File: src/rtl/mips_mem_arb_pkg.sv
// Shared types and constants for the MIPS memory-port arbiter.
package mips_mem_arb_pkg;

  typedef enum logic [1:0] {
    IDLE  = 2'd0,
    ISSUE = 2'd1,
    WAIT  = 2'd2,
    DONE  = 2'd3
  } arb_state_t;

  localparam logic PORT_CPU    = 1'b0;
  localparam logic PORT_DBG    = 1'b1;
  localparam int   MAX_MEM_LAT = 15;
  // Counter wide enough for MAX_MEM_LAT-1.
  localparam int   CNT_W       = 4;

endpackage

File: src/rtl/mips_mem_arb_select.sv
// Requester selection for the memory-port arbiter.
// Macro MIPS_MEM_ARB_RR_EN: round-robin with a 1-bit priority pointer;
// otherwise fixed priority, dbg over cpu, and no pointer flop.
module mips_mem_arb_select
  import mips_mem_arb_pkg::*;
(
`ifdef MIPS_MEM_ARB_RR_EN
  input  logic clk,
  input  logic reset,
  input  logic i_accept,
`endif
  input  logic i_cpu_req,
  input  logic i_dbg_req,
  output logic o_valid,
  output logic o_winner
);

  assign o_valid = i_cpu_req | i_dbg_req;

`ifdef MIPS_MEM_ARB_RR_EN
  logic r_ptr;

  // Pointer hands priority to the loser of every accepted transaction.
  always_ff @(posedge clk) begin
    if (reset)         r_ptr <= PORT_CPU;
    else if (i_accept) r_ptr <= ~o_winner;
  end

  // Pointer only breaks ties; a sole requester always wins.
  always_comb begin
    o_winner = i_dbg_req ? PORT_DBG : PORT_CPU;
    if (i_cpu_req && i_dbg_req) o_winner = r_ptr;
  end
`else
  assign o_winner = i_dbg_req ? PORT_DBG : PORT_CPU;
`endif

endmodule

File: src/rtl/mips_mem_arbiter.sv
// Shares one fixed-latency memory port between the MIPS cpu and a debug/loader
// master: one transaction at a time, one-cycle strobe, one-cycle ack.
// Macro MIPS_MEM_ARB_RR_EN selects round-robin arbitration (default: dbg wins).
module mips_mem_arbiter
  import mips_mem_arb_pkg::*;
#(
  parameter int MEM_LAT = 2,
  parameter int AW      = 32,
  parameter int DW      = 32
)(
  input  logic          clk,
  input  logic          reset,
  input  logic          cpu_req,
  input  logic          cpu_we,
  input  logic [AW-1:0] cpu_addr,
  input  logic [DW-1:0] cpu_wdata,
  output logic [DW-1:0] cpu_rdata,
  output logic          cpu_ack,
  input  logic          dbg_req,
  input  logic          dbg_we,
  input  logic [AW-1:0] dbg_addr,
  input  logic [DW-1:0] dbg_wdata,
  output logic [DW-1:0] dbg_rdata,
  output logic          dbg_ack,
  output logic [AW-1:0] mem_addr,
  output logic          mem_read,
  output logic          mem_write,
  output logic [DW-1:0] mem_wdata,
  input  logic [DW-1:0] mem_rdata,
  output logic          busy,
  output logic          grant
);

  if (MEM_LAT < 1 || MEM_LAT > MAX_MEM_LAT) begin : g_bad_lat
    $error("mips_mem_arbiter: MEM_LAT must be in 1..15");
  end

  localparam logic [CNT_W-1:0] LAT_M1 = CNT_W'(MEM_LAT - 1);

  arb_state_t      r_state, w_state_nxt;
  logic            r_we, r_grant;
  logic [AW-1:0]   r_addr;
  logic [DW-1:0]   r_wdata, r_cpu_rdata, r_dbg_rdata;
  logic [CNT_W-1:0] r_cnt;
  logic            w_valid, w_winner, w_accept, w_cnt_zero;
  logic            w_sel_we;
  logic [AW-1:0]   w_sel_addr;
  logic [DW-1:0]   w_sel_wdata;

  mips_mem_arb_select u_select (
`ifdef MIPS_MEM_ARB_RR_EN
    .clk      (clk),
    .reset    (reset),
    .i_accept (w_accept),
`endif
    .i_cpu_req(cpu_req),
    .i_dbg_req(dbg_req),
    .o_valid  (w_valid),
    .o_winner (w_winner)
  );

  assign w_sel_we    = w_winner ? dbg_we    : cpu_we;
  assign w_sel_addr  = w_winner ? dbg_addr  : cpu_addr;
  assign w_sel_wdata = w_winner ? dbg_wdata : cpu_wdata;
  assign w_cnt_zero  = (r_cnt == '0);

  // State register.
  always_ff @(posedge clk) begin
    if (reset) r_state <= IDLE;
    else       r_state <= w_state_nxt;
  end

  // Next state plus strobe/ack decode; requests only matter in IDLE.
  always_comb begin
    w_state_nxt = r_state;
    w_accept    = 1'b0;
    mem_read    = 1'b0;
    mem_write   = 1'b0;
    cpu_ack     = 1'b0;
    dbg_ack     = 1'b0;
    case (r_state)
      IDLE: begin
        if (w_valid) begin
          w_accept    = 1'b1;
          w_state_nxt = ISSUE;
        end
      end
      ISSUE: begin
        mem_read    = ~r_we;
        mem_write   = r_we;
        w_state_nxt = WAIT;
      end
      WAIT: begin
        if (w_cnt_zero) w_state_nxt = DONE;
      end
      DONE: begin
        cpu_ack     = (r_grant == PORT_CPU);
        dbg_ack     = (r_grant == PORT_DBG);
        w_state_nxt = IDLE;
      end
      default: w_state_nxt = IDLE;
    endcase
  end

  // Transaction latch, latency counter and per-port read-data capture.
  always_ff @(posedge clk) begin
    if (reset) begin
      r_we        <= 1'b0;
      r_grant     <= PORT_CPU;
      r_addr      <= '0;
      r_wdata     <= '0;
      r_cnt       <= '0;
      r_cpu_rdata <= '0;
      r_dbg_rdata <= '0;
    end else begin
      if (w_accept) begin
        r_we    <= w_sel_we;
        r_grant <= w_winner;
        r_addr  <= w_sel_addr;
        r_wdata <= w_sel_wdata;
      end
      if (r_state == ISSUE) r_cnt <= LAT_M1;
      if (r_state == WAIT) begin
        if (!w_cnt_zero) begin
          r_cnt <= r_cnt - 1'b1;
        end else if (!r_we) begin
          if (r_grant == PORT_DBG) r_dbg_rdata <= mem_rdata;
          else                     r_cpu_rdata <= mem_rdata;
        end
      end
    end
  end

  // Address/data/grant come straight from the latch so they hold outside ISSUE.
  assign mem_addr  = r_addr;
  assign mem_wdata = r_wdata;
  assign grant     = r_grant;
  assign busy      = (r_state != IDLE);
  assign cpu_rdata = r_cpu_rdata;
  assign dbg_rdata = r_dbg_rdata;

endmodule
File: config.mk
export PLATFORM = sky130hd
export DESIGN_NAME = mips_mem_arbiter
export DESIGN_NICKNAME = d
export VERILOG_FILES = /design/src/rtl/mips_mem_arb_pkg.sv /design/src/rtl/mips_mem_arb_select.sv /design/src/rtl/mips_mem_arbiter.sv
export SDC_FILE = /design/constraint.sdc
export NUM_CORES = 1
export LEC_CHECK = 0
export ABC_AREA = 1
export ABC_CLOCK_PERIOD_IN_PS = 3200
export CAP_MARGIN = 25
export CORE_MARGIN = 2
export CORE_UTILIZATION = 43
export CTS_BUF_LIST = sky130_fd_sc_hd__clkbuf_16
export DETAILED_ROUTE_END_ITERATION = 8
export PLACE_DENSITY = 0.84
export SETUP_SLACK_MARGIN = 0.1
export SLEW_MARGIN = 10
export SYNTH_ARGS = -nofsm -noshare
export SYNTH_HDL_FRONTEND = slang
export SYNTH_SLANG_ARGS = --single-unit
export TNS_END_PERCENT = 5
File: constraint.sdc
create_clock -name clk -period 3.2 [get_ports clk]
set_input_delay 0.32 -clock clk [delete_from_list [all_inputs] [get_ports clk]]
set_output_delay 0.32 -clock clk [all_outputs]
set_load 0.01 [all_outputs]
==> flow_summary.json <==
{
  "async_flop_share_pct": 0,
  "synth_ff_type": "dfxtp_1",
  "drt_first_pass_iters": 4,
  "diodes": 0,
  "grt_pass1_vias": 5953,
  "seq_area_frac_synth_pct": 46.6,
  "post_cts_buffers": 0,
  "wl_per_cell_um": 14.2,
  "ctsHoldBuffers": 0,
  "fin_cells": 1297,
  "cts_resized": 0,
  "clock_sinks": 136,
  "ys_types": 20,
  "cts_tree": "built",
  "ys_top_cells_by_count": "nor2_1 (233), nand2_1 (211), dfxtp_1 (136)",
  "status": "finished, final reports clean",
  "numCtsBuffers": 17,
  "cts_root_buf": "clkbuf_16",
  "finalSetupTns_ns": 0,
  "yosysWarnings": 0,
  "worstPathRequired_ns": 2.88,
  "regArea_um2": 2720,
  "worstRegToRegCells": 8,
  "die_y_um": 121,
  "p_per_area_nw_per_um2": 724,
  "cp-start-kind": "flip-flop",
  "timing.final.crit_share_pct": 67.6,
  "synthTopCellsByArea": "dfxtp_1 (47%), nor2_1 (15%), nand2_1 (14%), o21ai_0 (5.9%), o21ai_1 (5.4%)",
  "core_area_um2": 13200,
  "hold_path_class": "primary input to flip-flop",
  "syn2layout_area_growth_pct": 60.2,
  "synth-seq-cells": 136,
  "synth_top_area_cell": "dfxtp_1",
  "rsz0062_at_grt": "no",
  "clk_latency_ns": 0.43,
  "setup_viol": 0,
  "dp.cells": 1265,
  "crit_type": "flip-flop to output pin",
  "grt_pass1_wl_um": 29100,
  "busiest_layer": "met2",
  "place_congestion": 0.856,
  "synth_area_um2": 5840,
  "drv_slew": 0,
  "final_core_util_pct": 70.7,
  "grt_overflow": 0,
  "synth.most_common_cell": "nor2_1",
  "period_needed_ns": 2.16,
  "htreeDepth": 4,
  "viasPerCell": 4.76,
  "synth_cells": 838,
  "grtUsageTotal_pct": 25.6,
  "use_met2_pct": 43.4,
  "start_util_pct": 44.1,
  "drv_cap": 0,
  "hpwl_um": 12700,
  "synth_edf_count": 0,
  "fmax_mhz": 462,
  "clk_pin_slew_worst_paths_ns": 0.06,
  "die_area_um2": 14500,
  "routed_wl_um": 18500,
  "fp-row-count": 42,
  "synth_nets": 1009,
  "io_pins": 300,
  "nets": 1279,
  "crit_path_max_fanout": 4,
  "whs_path_depth": 3,
  "grt_use_met3_pct": 10.4,
  "antenna_found_initial": 0,
  "synth_top_area_share_pct": 46.6,
  "hold_slack_ns": 0.306,
  "fill_cells": 1096,
  "drive_above_1_share_pct": 6.96,
  "hold_viol": 0,
  "vdd_drop_max_v": 0.000367,
  "critPathCaptureType": "output pin",
  "numPortBuffers": 299,
  "tightest_slew_ns": 0.904,
  "globalRouteMet1Util_pct": 27.9,
  "relSlewSlack_pct": 39.6,
  "arrival_ns": 1.84,
  "drtIter0Drc": 433,
  "multi_input_area_um2": 2700,
  "drc": 0,
  "fin_worst_skew_ns": 0.00982,
  "clock_path_buffers": 2,
  "leakagePower_uw": 0.00398,
  "ant_nets": 0,
  "syn_area_per_cell_um2": 6.97,
  "grt_max_degree": 112,
  "die_w_um": 121,
  "vias": 6176
}
## registers in the layout (all words and copies together) (netlist names)
signal / cells
dbg_rdata: 32
mem_wdata: 32
r_cnt: 4
cpu_rdata: 32
grant: 1
mem_addr: 32
r_state: 2
r_we: 1
## cell type report
cell class,instances,share of cell area [%]
multi-input combinational,630,28.8
inverter,18,0.722
sequential,136,29.1
clock inverter,15,1.72
clock buffer,17,4.54
timing repair buffer,305,32.7
tap,176,2.35
## final timing paths
check                            start                         to  slack [ns]
max            r_state[1]$_SDFFE_PP0P_                   mem_read        1.04
max reg2reg    r_state[0]$_SDFFE_PP0P_  cpu_rdata[0]$_SDFFE_PP0P_        1.04
min                            dbg_req         grant$_SDFFE_PP0P_        0.31
min reg2reg  mem_wdata[3]$_SDFFE_PP0P_  mem_wdata[3]$_SDFFE_PP0P_        0.48
## critical path, cell delays in order, from the launching register on
cell	delay (ns)
dfxtp_1	0.33
inv_1	0.08
ha_1	0.22
inv_1	0.10
nor2_1	0.10
clkdlybuf4s50_1	0.58
## layout by cell type (no fill, tap or decap)
master,instances
a21oi_1,7
buf_12,1
buf_16,1
buf_2,1
buf_4,4
bufinv_16,3
clkbuf_16,17
clkdlybuf4s50_1,298
clkinv_1,1
clkinv_2,5
clkinv_4,1
clkinvlp_4,4
dfxtp_1,136
ha_1,5
inv_1,13
inv_2,6
nand2_1,211
nand2_2,2
nand3_1,5
nor2_1,233
nor2_2,31
nor2_4,1
nor3_1,1
o21ai_0,69
o21ai_1,63
o21ai_4,1
xor2_1,1
## metrics by stage
stage                     instance area, um2  total power, uW  worst slack, ns
after global placement                  8750             4790             1.19
after detailed placement                8770             4860             1.08
after global routing                    9360             7180            0.828
after floorplan                         5840             3630             1.82
after CTS                               9360             6820             1.01
final                                   9360             6770             1.04
## power by group
group	switching [uW]	internal, uW
combinational	1270	1220
clock	736	1210
sequential	218	2120
total	2220	4550
## logic make-up after synthesis
| kind of cell | synth area share, % |
|---|---|
| buf+inv | 7.26 |
| xor+xnor | 0.150 |
| simple gates | 32.8 |
| compound gates | 12.2 |
| fa+ha+maj | 1.07 |
| flops | 46.6 |
## routing by layer
metal / routed length (um) / part of all wire [%] / vias up
li1: - / - / 3162
met1: 7230 / 39 / 2721
met2: 8790 / 48 / 243
met3: 1840 / 10 / 50
met4: 618 / 3.3 / 0
met5: 0 / 0 / -
(Power assumes the default switching activity.)
